===== src/rtl/alu_op_sequencer.sv =====
// Purpose: walks an 8-entry ALU op table through the ALU and holds each operand/result set for display.
// Latency: start -> alu_valid 1 clk; alu_done -> disp_* 1 clk; each entry then held DWELL_CYCLES clks.
// Backpressure: alu_valid and operands held stable until alu_ready; a missing alu_done is bounded by TIMEOUT_CYCLES.
module alu_op_sequencer #(
  parameter int unsigned DWELL_CYCLES   = 100000000,
  parameter int unsigned TIMEOUT_CYCLES = 16
) (
  input  logic       clock_100Mhz,
  input  logic       reset,
  input  logic       cfg_we,
  input  logic [2:0] cfg_addr,
  input  logic [3:0] cfg_x,
  input  logic [3:0] cfg_y,
  input  logic [3:0] cfg_m,
  input  logic       cfg_cin,
  input  logic [3:0] cfg_len,
  input  logic       start,
  input  logic       step_mode,
  input  logic       step,
  input  logic       abort,
  output logic [3:0] alu_x,
  output logic [3:0] alu_y,
  output logic [3:0] alu_m,
  output logic       alu_cin,
  output logic       alu_valid,
  input  logic       alu_ready,
  input  logic       alu_done,
  input  logic [3:0] alu_s,
  input  logic       alu_cout,
  output logic [3:0] disp_x,
  output logic [3:0] disp_y,
  output logic [3:0] disp_m,
  output logic [3:0] disp_s,
  output logic       disp_cout,
  output logic       disp_valid,
  output logic [2:0] cur_index,
  output logic       busy,
  output logic       done,
  output logic       timeout_err
);

  typedef enum logic [2:0] {IDLE, ISSUE, WAIT, DWELL, STEP_WAIT, DONE} state_t;

  typedef struct packed {
    logic [3:0] x;
    logic [3:0] y;
    logic [3:0] m;
    logic       cin;
  } entry_t;

  // Counters compare against the last count value so a state lasts exactly N clocks.
  localparam logic [26:0] DWELL_LAST   = 27'(DWELL_CYCLES - 1);
  localparam logic [7:0]  TIMEOUT_LAST = 8'(TIMEOUT_CYCLES - 1);

  state_t      state;
  state_t      state_next;
  entry_t      op_table [8];
  entry_t      cur_op;
  logic [2:0]  index;
  logic [2:0]  len_m1;
  logic        step_q;
  logic [26:0] dwell_cnt;
  logic [7:0]  to_cnt;

  logic        start_run;
  logic        is_last;
  logic        wait_end;
  logic        dwell_end;
  logic [2:0]  len_norm_m1;

  assign cur_op    = op_table[index];
  assign alu_x     = cur_op.x;
  assign alu_y     = cur_op.y;
  assign alu_m     = cur_op.m;
  assign alu_cin   = cur_op.cin;
  assign cur_index = index;

  // Decode run events; a length of 0 or above 8 runs the whole table.
  always_comb begin
    start_run   = (state == IDLE) && start;
    is_last     = (index == len_m1);
    wait_end    = (state == WAIT) && (alu_done || (to_cnt == TIMEOUT_LAST));
    dwell_end   = (state == DWELL) && (dwell_cnt == DWELL_LAST);
    len_norm_m1 = ((cfg_len == 4'd0) || (cfg_len > 4'd8)) ? 3'd7 : 3'(cfg_len - 4'd1);
  end

  // Next-state and FSM outputs; abort outranks every other event outside IDLE.
  always_comb begin
    state_next = state;
    alu_valid  = 1'b0;
    busy       = 1'b1;
    done       = 1'b0;
    case (state)
      IDLE: begin
        busy = 1'b0;
        if (start) state_next = ISSUE;
      end
      ISSUE: begin
        alu_valid = 1'b1;
        if (alu_ready) state_next = WAIT;
      end
      WAIT: begin
        if (wait_end) state_next = DWELL;
      end
      DWELL: begin
        if (dwell_end) begin
          if (step_q)       state_next = STEP_WAIT;
          else if (is_last) state_next = DONE;
          else              state_next = ISSUE;
        end
      end
      STEP_WAIT: begin
        if (step) state_next = is_last ? DONE : ISSUE;
      end
      DONE: begin
        busy       = 1'b0;
        done       = 1'b1;
        state_next = IDLE;
      end
      default: state_next = IDLE;
    endcase
    if (abort && (state != IDLE)) begin
      state_next = IDLE;
    end
  end

  // State register.
  always_ff @(posedge clock_100Mhz or posedge reset) begin
    if (reset) state <= IDLE;
    else       state <= state_next;
  end

  // Op table: host/switch writes land only while the sequencer is not running.
  always_ff @(posedge clock_100Mhz or posedge reset) begin
    if (reset) begin
      for (int i = 0; i < 8; i++) op_table[i] <= '0;
    end else if (cfg_we && !busy) begin
      op_table[cfg_addr] <= {cfg_x, cfg_y, cfg_m, cfg_cin};
    end
  end

  // Run control: latch length/mode on start, advance index when moving on to the next issue.
  always_ff @(posedge clock_100Mhz or posedge reset) begin
    if (reset) begin
      index  <= 3'd0;
      len_m1 <= 3'd0;
      step_q <= 1'b0;
    end else if (start_run) begin
      index  <= 3'd0;
      len_m1 <= len_norm_m1;
      step_q <= step_mode;
    end else if ((state_next == ISSUE) && (state != ISSUE) && (state != IDLE)) begin
      index  <= index + 3'd1;
    end
  end

  // Dwell and timeout counters restart on every state change and saturate inside a state.
  always_ff @(posedge clock_100Mhz or posedge reset) begin
    if (reset) begin
      dwell_cnt <= '0;
      to_cnt    <= '0;
    end else if (state_next != state) begin
      dwell_cnt <= '0;
      to_cnt    <= '0;
    end else begin
      if ((state == DWELL) && (dwell_cnt != DWELL_LAST)) dwell_cnt <= dwell_cnt + 27'd1;
      if ((state == WAIT) && (to_cnt != TIMEOUT_LAST))   to_cnt    <= to_cnt + 8'd1;
    end
  end

  // Display capture: result on alu_done, zeros plus sticky error on timeout; operands shown either way.
  always_ff @(posedge clock_100Mhz or posedge reset) begin
    if (reset) begin
      disp_x      <= 4'd0;
      disp_y      <= 4'd0;
      disp_m      <= 4'd0;
      disp_s      <= 4'd0;
      disp_cout   <= 1'b0;
      disp_valid  <= 1'b0;
      timeout_err <= 1'b0;
    end else if (start_run) begin
      disp_valid  <= 1'b0;
      timeout_err <= 1'b0;
    end else if (abort && (state != IDLE)) begin
      disp_valid  <= 1'b0;
    end else if (wait_end) begin
      disp_x     <= cur_op.x;
      disp_y     <= cur_op.y;
      disp_m     <= cur_op.m;
      disp_valid <= 1'b1;
      if (alu_done) begin
        disp_s    <= alu_s;
        disp_cout <= alu_cout;
      end else begin
        disp_s      <= 4'd0;
        disp_cout   <= 1'b0;
        timeout_err <= 1'b1;
      end
    end
  end

endmodule


===== config.mk =====
export PLATFORM = sky130hd
export DESIGN_NAME = alu_op_sequencer
export DESIGN_NICKNAME = d
export VERILOG_FILES = /design/src/rtl/alu_op_sequencer.sv
export SDC_FILE = /design/constraint.sdc
export NUM_CORES = 1
export LEC_CHECK = 0
export ABC_AREA = 0
export CORE_UTILIZATION = 49
export DETAILED_ROUTE_END_ITERATION = 10
export PLACE_DENSITY = 0.66
export SYNTH_ARGS = -nofsm -noshare
export SYNTH_HDL_FRONTEND = slang
export SYNTH_SLANG_ARGS = --single-unit

===== constraint.sdc =====
create_clock -name clock_100Mhz -period 11.8 [get_ports clock_100Mhz]
set_input_delay 2.36 -clock clock_100Mhz [delete_from_list [all_inputs] [get_ports clock_100Mhz]]
set_output_delay 2.36 -clock clock_100Mhz [all_outputs]
set_load 0.05 [all_outputs]

==> run_results.csv, run 1 <==
group,metric,value,unit
clock_tree,htree_levels,4,
sta,timing.fmax,0.182,GHz
clock_tree,cts_hold_buf,0,
setup_path,crit_fanout,16,
synthesis,synth_common_cells,"dfrtp_1, mux2_2, nand2_1, nor2_1, mux4_2",
final_layout,fillers,1345,
floorplanning,row_count,46,
hold_path,min-delay-start,"disp_s[2]",
power,leakagePower,3.94,nW
setup_path,cp-start-kind,"flip-flop",
final_layout,areaGrowthSynthToFinish,17.8,%
run_status,status,"completed",
clock_tree,cts_num_sinks,168,
synthesis,synth-main-ff-cell,"dfrtp_1",
sta,worst_pin_slew,1170,ps
setup_path,worstPathArrival,3130,ps
synthesis,yosys.cell_count.top_type,"dfrtp_1",
final_layout,diodes,0,
clock_tree,cts_made_buffers,17,
floorplanning,io_pins,72,
setup_path,r2r_end,"op_table[68]",
clock_tree,path_clk_slew,60,ps
hold_path,hold_path.class,"reg2reg",
final_layout,final_area,9520,µm²
sta,timing.final.crit_share,0.465,
sta,slew_viol_final,0,
route,wirelength,18300,µm
setup_path,required,9440,ps
synthesis,synth_edf_count,0,
route,drc,0,
clock_tree,insertion_delay,430,ps
grt,grt.met1_usage,0.331,
sta,hold_ws,465,ps
route,drt-initial-drc-count,389,
hold_path,hold_depth,2,
synthesis,syn-num-nets,692,
setup_path,reg2reg_slack,8590,ps
route,drt-pass1-iter-count,5,
sta,relSlewSlack,0.221,
grt,grt_pass1_wl,29400,µm
clock_tree,tritoncts,"built",
synthesis,synthArstFlopShare,1.00,
hold_path,hold_path_end,"disp_s[2]",
clock_tree,cts-root-buf,"clkbuf_16",
synthesis,synth_cell_types,54,
route,post_drt_wl_per_cell,19.5,µm
grt,antenna_found_initial,0,
synthesis,syn_area,8080,µm²
sta,fin_crit,5490,ps
power,powerDensity,230,nW/µm²
clock_tree,cts_setup_buffers,0,
grt,first_global_vias,5492,
floorplanning,die_y,130,µm
setup_path,path_class,"reg2out",
synthesis,synth_top_cell_area_share,0.520,
sta,tns,0,ps
route,vias_per_cell,5.76,
synthesis,synth-seq-area-share,0.520,
setup_path,ff2ff_path_depth,6,
sta,fin_worst_skew,7.51,ps
grt,grt_max_degree,101,
power,ir_drop,141,µV
synthesis,synth_area_leader_cell,"dfrtp_1",
synthesis,yosys_warnings,0,
setup_path,rr_startpoint,"state[2]",
route,via_count,5422,
grt,met3_usage,0.0456,
placement,hpwl,12000,µm
synthesis,avgSynthCellArea,12.4,µm²
synthesis,synth_area_leaders,"dfrtp_1, mux2_2, mux4_2",
grt,grt.busiest_layer,"met2",
sta,hold_violations,0,
sta,grt_setup_unrepaired,"false",
placement,portBuffers,71,
setup_path,cp-end-kind,"output pin",
clock_tree,clock_path_buffers,2,
grt,track_usage,0.233,
floorplanning,start_util,0.505,
floorplanning,coreArea,16000,µm²
job,drv_cap,0,
placement,dpl-instance-area,8940,µm²
placement,gp_congestion,0.849,
final_layout,drive_above_1_share,0.262,
route,ant_nets,0,
grt,met2_usage,0.365,
grt,gr-total-overflow,0,
sta,setup_viol,0,
floorplanning,die_area,17000,µm²
synthesis,synthCells,654,
clock_tree,cts_resized,0,
floorplanning,die_x,130,µm
final_layout,nets,751,
synthesis,ys_seq_elements,168,
-- worst max-delay path, cell delays in order, from the launching register on --
cell	delay, ps
dfrtp_1	800
buf_4	360
mux4_2	510
mux2_2	310
clkdlybuf4s50_1	710
-- metrics by stage --
step | worst slack (ps) | total power, mW | instances | util
finish | 6310 | 2.19 | 942 | 0.595
global route | 6170 | 2.30 | 942 | 0.595
CTS | 6260 | 2.20 | 942 | 0.595
detailed placement | 6720 | 1.65 | 910 | 0.559
global placement | 6760 | 1.62 | 910 | 0.559
floorplan | 4890 | 1.43 | 654 | -
-- layout make-up --
cell class / count / area [µm²] / area share
multi-input combinational: 435 / 3660 / 0.384
timing repair buffer: 75 / 741 / 0.0778
tap: 216 / 270 / 0.0284
clock buffer: 19 / 443 / 0.0465
sequential: 168 / 4210 / 0.442
clock inverter: 13 / 136 / 0.0143
inverter: 16 / 65.1 / 0.00684
-- state kept, by name (all words and copies together), names as in the netlist, 3 cells and up --
name       flops
disp_y         4
dwell_cnt     27
disp_m         4
to_cnt         8
cur_index      3
disp_x         4
state          3
len_m1         3
disp_s         4
op_table     104
-- cells by family after synthesis --
kind of cell | synth area share
simple gates | 0.125
compound gates | 0.0389
buf+inv | 0.0293
flops | 0.520
xor+xnor | 0.0358
mux | 0.244
fa+ha+maj | 0.00620
-- where the power goes --
group          switching [mW]  internal, mW
clock network           0.244         0.303
logic                   0.394         0.336
registers               0.124         0.789
total                   0.762          1.43
-- per-layer routing --
metal  wire length, µm  part of all wire
met2              8780              0.48
met5                 0                 0
met3               789             0.043
met4               250             0.014
met1              8510              0.46
-- worst max path at each step --
| stage | startpoint | end | slack [ps] |
|---|---|---|---|
| 3_3_place_gp | cur_index[1] | alu_x[3] | 6760 |
| 4_1_cts | cur_index[1] | alu_x[3] | 6260 |
| 6_report | cur_index[1] | alu_x[3] | 6310 |
| 5_1_grt | cur_index[1] | alu_x[3] | 6170 |
| 3_5_place_dp | cur_index[1] | alu_x[3] | 6720 |
| 2_1_floorplan | reset | cur_index[0] | 4890 |
-- cells in the final DEF (no fill, tap or decap), types with 7 or more instances in the layout --
cell type	count
nor3_1	10
nand3_1	21
or4_1	7
mux2_2	118
nand2_1	66
and3_1	8
xor2_1	17
mux4_2	26
nand4_1	9
clkdlybuf4s50_1	71
nor2_1	42
a21oi_1	11
clkbuf_16	17
nor4_1	8
dfrtp_1	167
xnor2_1	16
inv_1	15
No activity file was read; power rests on OpenSTA's default activity.
==> run 2: changes to the inputs <==
Settings changed: PLACE_DENSITY 0.66 to 0.68.
Clock period 11.8 ns to 4.5 ns, I/O delays scaled along.
==> run_results.csv, run 2 (same netlist as run 1, synthesis figures left out) <==
group,metric,value,unit
run_status,status,"completed",
clock_tree,cts_hold_buf,0,
final_layout,fin_util,0.600,
route,wl_met3,760,µm
clock_tree,tritoncts,"built",
sta,relSlewSlack,0.357,
sta,fin_crit,3910,ps
placement,hpwl,12200,µm
setup_path,cpPeakStageDelay,710,ps
floorplanning,die_y,130,µm
clock_tree,clock_path_buffers,2,
power,powerDensity,603,nW/µm²
final_layout,top_register,"op_table",
grt,track_usage,0.235,
clock_tree,cts_num_sinks,168,
route,top_layer_used,"met4",
setup_path,crit_fanout,18,
floorplanning,io_pins,72,
hold_path,hold_path.class,"reg2reg",
route,wl_met2,8760,µm
floorplanning,die_area,17000,µm²
floorplanning,die_x,130,µm
route,drt-met1-wl,8640,µm
setup_path,cp-end-kind,"output pin",
route,via_count,5428,
placement,portBuffers,71,
setup_path,required,3600,ps
route,ant_nets,0,
final_layout,layout_common_cells,"dfrtp_1, mux2_2, clkdlybuf4s50_1",
sta,timing.fmax,0.256,GHz
sta,hold_violations,0,
placement,gp_congestion,0.824,
route,vias_per_cell,5.71,
sta,worst_pin_slew,961,ps
grt,first_global_vias,5544,
final_layout,largest_reg_flops,104,
setup_path,cp-start-kind,"flip-flop",
sta,grt_setup_unrepaired,"false",
power,power,5.79,mW
final_layout,layout_commonest_cell,"dfrtp_1",
power,leakagePower,3.99,nW
final_layout,layout_top_registers,"op_table (104), dwell_cnt (27), to_cnt (8)",
sta,tns,0,ps
grt,grt_max_degree,80,
sta,timing.final.crit_share,0.868,
power,ir_drop,353,µV
sta,setup_viol,0,
route,drt-pass1-iter-count,5,
sta,fin_worst_skew,11.1,ps
final_layout,areaGrowthSynthToFinish,18.9,%
clock_tree,cts_resized,0,
sta,slew_viol_final,0,
grt,gr-total-overflow,0,
setup_path,crit_slowest_cell,"clkdlybuf4s50_1",
route,drt-initial-drc-count,404,
route,drc,0,
floorplanning,coreArea,16000,µm²
clock_tree,cts_setup_buffers,0,
clock_tree,insertion_delay,430,ps
job,drv_cap,0,
clock_tree,htree_levels,4,
setup_path,worstPathArrival,3010,ps
grt,antenna_found_initial,1,
floorplanning,row_count,46,
clock_tree,path_clk_slew,70,ps
route,post_drt_wl_per_cell,19.3,µm
grt,grt_pass1_wl,29800,µm
final_layout,drive_above_1_share,0.269,
floorplanning,start_util,0.505,
route,wirelength,18400,µm
clock_tree,cts_made_buffers,17,
clock_tree,cts-root-buf,"clkbuf_16",
setup_path,crit_chain,"buf_4, mux4_2, mux2_2, clkdlybuf4s50_1",
final_layout,nets,758,
setup_path,path_class,"reg2out",
run 2: cell type report:
type	instances	area (µm²)
diodes	1	2.50
clock buffers	18	429
clock inverters	14	163
fillers	1309	6400
inverters	16	63.8
multi-input cells	435	3650
flip-flops and latches	168	4210
well taps	216	270
repair buffers	82	818
run 2: per-stage QoR:
step / instance area (µm²) / hold WS, ps / setup slack [ps] / cells
floorplan: 8080 / 474 / 1330 / 654
global placement: 9010 / 450 / 1050 / 917
detailed placement: 9010 / 461 / 1020 / 917
CTS: 9600 / 476 / 550 / 949
global route: 9600 / 492 / 454 / 949
finish: 9600 / 473 / 595 / 950
run 2: worst paths after layout:
kind / startpoint / to / slack, ps / depth (start not counted)
max: cur_index[0] / alu_x[2] / 590 / 4
max in group asynchronous: reset / disp_y[0] / 2650 / 3
min: disp_s[2] / disp_s[2] / 470 / 2
max reg2reg: state[2] / op_table[77] / 1320 / 6
min in group asynchronous: reset / dwell_cnt[8] / 980 / 2
min reg2reg: disp_s[2] / disp_s[2] / 470 / 2
run 2: per-layer routing:
metal | track usage | vias to the layer above
li1 | - | 2493
met1 | 0.332 | 2795
met2 | 0.370 | 126
met3 | 0.0476 | 14
met4 | 0.0663 | 0
met5 | 0 | -
run 2: where the power goes:
part / internal [mW] / switching, mW / total (mW)
registers: 2.07 / 0.319 / 2.39
logic: 0.887 / 1.04 / 1.93
clock network: 0.833 / 0.636 / 1.47
total: 3.79 / 2.00 / 5.79
run 2: critical path: cells and delay by family (launching register included):
kind                   cells  cell delay, ps
buffers and inverters      2            1120
muxes                      2             880
DFF                        1             570
==> run 3: changes to the inputs <==
Settings changed: CORE_ASPECT_RATIO set to 1.1, CORE_MARGIN set to 5, CORE_UTILIZATION 49 to 52, PLACE_DENSITY 0.68 to 0.72.
==> run_results.csv, run 3 (same netlist as run 1, synthesis figures left out) <==
group,metric,value,unit
run_status,status,"completed",
route,post_drt_wl_per_cell,19.8,µm
clock_tree,insertion_delay,430,ps
setup_path,ff2ff_path_depth,6,
power,power,5.73,mW
sta,slew_viol_final,0,
setup_path,cp-end-kind,"output pin",
route,drc,0,
final_layout,largest_reg_flops,104,
final_layout,top_register,"op_table",
clock_tree,cts_setup_buffers,0,
route,wl_met2,9300,µm
floorplanning,io_pins,72,
final_layout,areaGrowthSynthToFinish,18.0,%
route,via_count,5399,
route,top_layer_used,"met4",
route,wirelength,18400,µm
floorplanning,coreArea,15200,µm²
route,drt-met1-wl,8040,µm
grt,track_usage,0.216,
placement,dp_slack,1090,ps
hold_path,hold_depth,2,
floorplanning,die_x,129,µm
floorplanning,start_util,0.532,
clock_tree,tritoncts,"built",
final_layout,diodes,0,
clock_tree,clock_path_buffers,2,
clock_tree,cts-root-buf,"clkbuf_16",
sta,fin_crit,3850,ps
power,power_switching,1.99,mW
sta,hold_violations,0,
sta,hold_ws,473,ps
hold_path,hold_path.class,"reg2reg",
power,clkPwrFrac,0.248,
route,drt-initial-drc-count,368,
power,seqPwrFrac,0.416,
power,powerDensity,601,nW/µm²
floorplanning,die_y,141,µm
route,vias_per_cell,5.81,
clock_tree,cts_num_sinks,168,
route,wl_met3,748,µm
sta,fin_worst_skew,11.4,ps
setup_path,path_class,"reg2out",
power,p_int,3.74,mW
sta,setup_ws,653,ps
placement,dpl-instance-area,8960,µm²
placement,portBuffers,71,
sta,relSlewSlack,0.323,
placement,hpwl,12100,µm
grt,gr-total-overflow,0,
sta,timing.final.crit_share,0.855,
route,drt-pass1-iter-count,4,
grt,antenna_found_initial,0,
setup_path,cp-start-kind,"flip-flop",
floorplanning,row_count,47,
final_layout,layout_common_cells,"dfrtp_1, mux2_2, clkdlybuf4s50_1",
final_layout,final_area,9540,µm²
final_layout,layout_commonest_cell,"dfrtp_1",
final_layout,layout_top_registers,"op_table (104), dwell_cnt (27), to_cnt (8)",
grt,grt_pass1_wl,30400,µm
sta,tns,0,ps
sta,setup_viol,0,
sta,timing.fmax,0.260,GHz
clock_tree,cts_made_buffers,17,
power,combPwrFrac,0.336,
final_layout,nets,758,
setup_path,required,3600,ps
setup_path,worstPathArrival,2950,ps
sta,worst_pin_slew,1010,ps
power,ir_drop,391,µV
final_layout,multi_input_area,3650,µm²
clock_tree,path_clk_slew,70,ps
sta,grt_setup_unrepaired,"false",
final_layout,drive_above_1_share,0.270,
power,leakagePower,3.97,nW
final_layout,regArea,4210,µm²
power,swShare,0.347,
placement,gp_congestion,0.832,
route,ant_nets,0,
final_layout,fillers,1163,
clock_tree,htree_levels,4,
clock_tree,cts_resized,0,
setup_path,crit_fanout,18,
floorplanning,die_area,18100,µm²
clock_tree,cts_hold_buf,0,
grt,first_global_vias,5704,
job,drv_cap,0,
grt,grt_max_degree,44,
run 3: changes by cell type in the layout (fill, tap and decap cells not counted):
cell / delta
clkbuf_1: -1
bufinv_16: -1
buf_12: -2
clkinvlp_4: +2
diode_2: -1
inv_6: -2
buf_4: +2
clkbuf_8: +1
clkinv_4: +1
run 3: layout make-up:
| type | count | share of cell area |
|---|---|---|
| Clock buffer | 18 | 0.0461 |
| Multi-Input combinational cell | 435 | 0.383 |
| Tap cell | 196 | 0.0257 |
| Inverter | 16 | 0.00669 |
| Clock inverter | 14 | 0.0146 |
| Sequential cell | 168 | 0.441 |
| Timing Repair Buffer | 82 | 0.0832 |
run 3: final timing paths:
check	start	end	slack (ps)
max reg2reg	state[2]	op_table[77]	1420
min in group asynchronous	reset	op_table[17]	1030
min reg2reg	disp_s[0]	disp_s[0]	470
max in group asynchronous	reset	op_table[101]	2440
max	cur_index[1]	alu_y[1]	650
min	disp_s[0]	disp_s[0]	470
run 3: per-stage QoR:
step | util | instances
floorplan | - | 654
global placement | 0.590 | 897
detailed placement | 0.590 | 897
CTS | 0.628 | 929
global route | 0.628 | 929
finish | 0.628 | 929
run 3: routing by layer:
layer	vias up	global-route usage
met2	115	0.355
li1	2485	-
met3	23	0.0462
met4	0	0.0641
met5	-	0
met1	2776	0.288
run 3: power by group through the flow:
stage / combinational [mW] / sequential, mW / clock (mW)
finish: 1.93 / 2.39 / 1.42
global route: 2.06 / 2.45 / 1.51
CTS: 1.95 / 2.38 / 1.44
detailed placement: 1.93 / 2.40 / 0
global placement: 1.87 / 2.37 / 0
floorplan: 1.24 / 2.52 / 0
run 3: worst max-delay path, cell delays in order (launching register included):
cell             delay [ps]
dfrtp_1                 720
buf_4                   410
mux4_2                  360
mux2_2                  310
clkdlybuf4s50_1         710
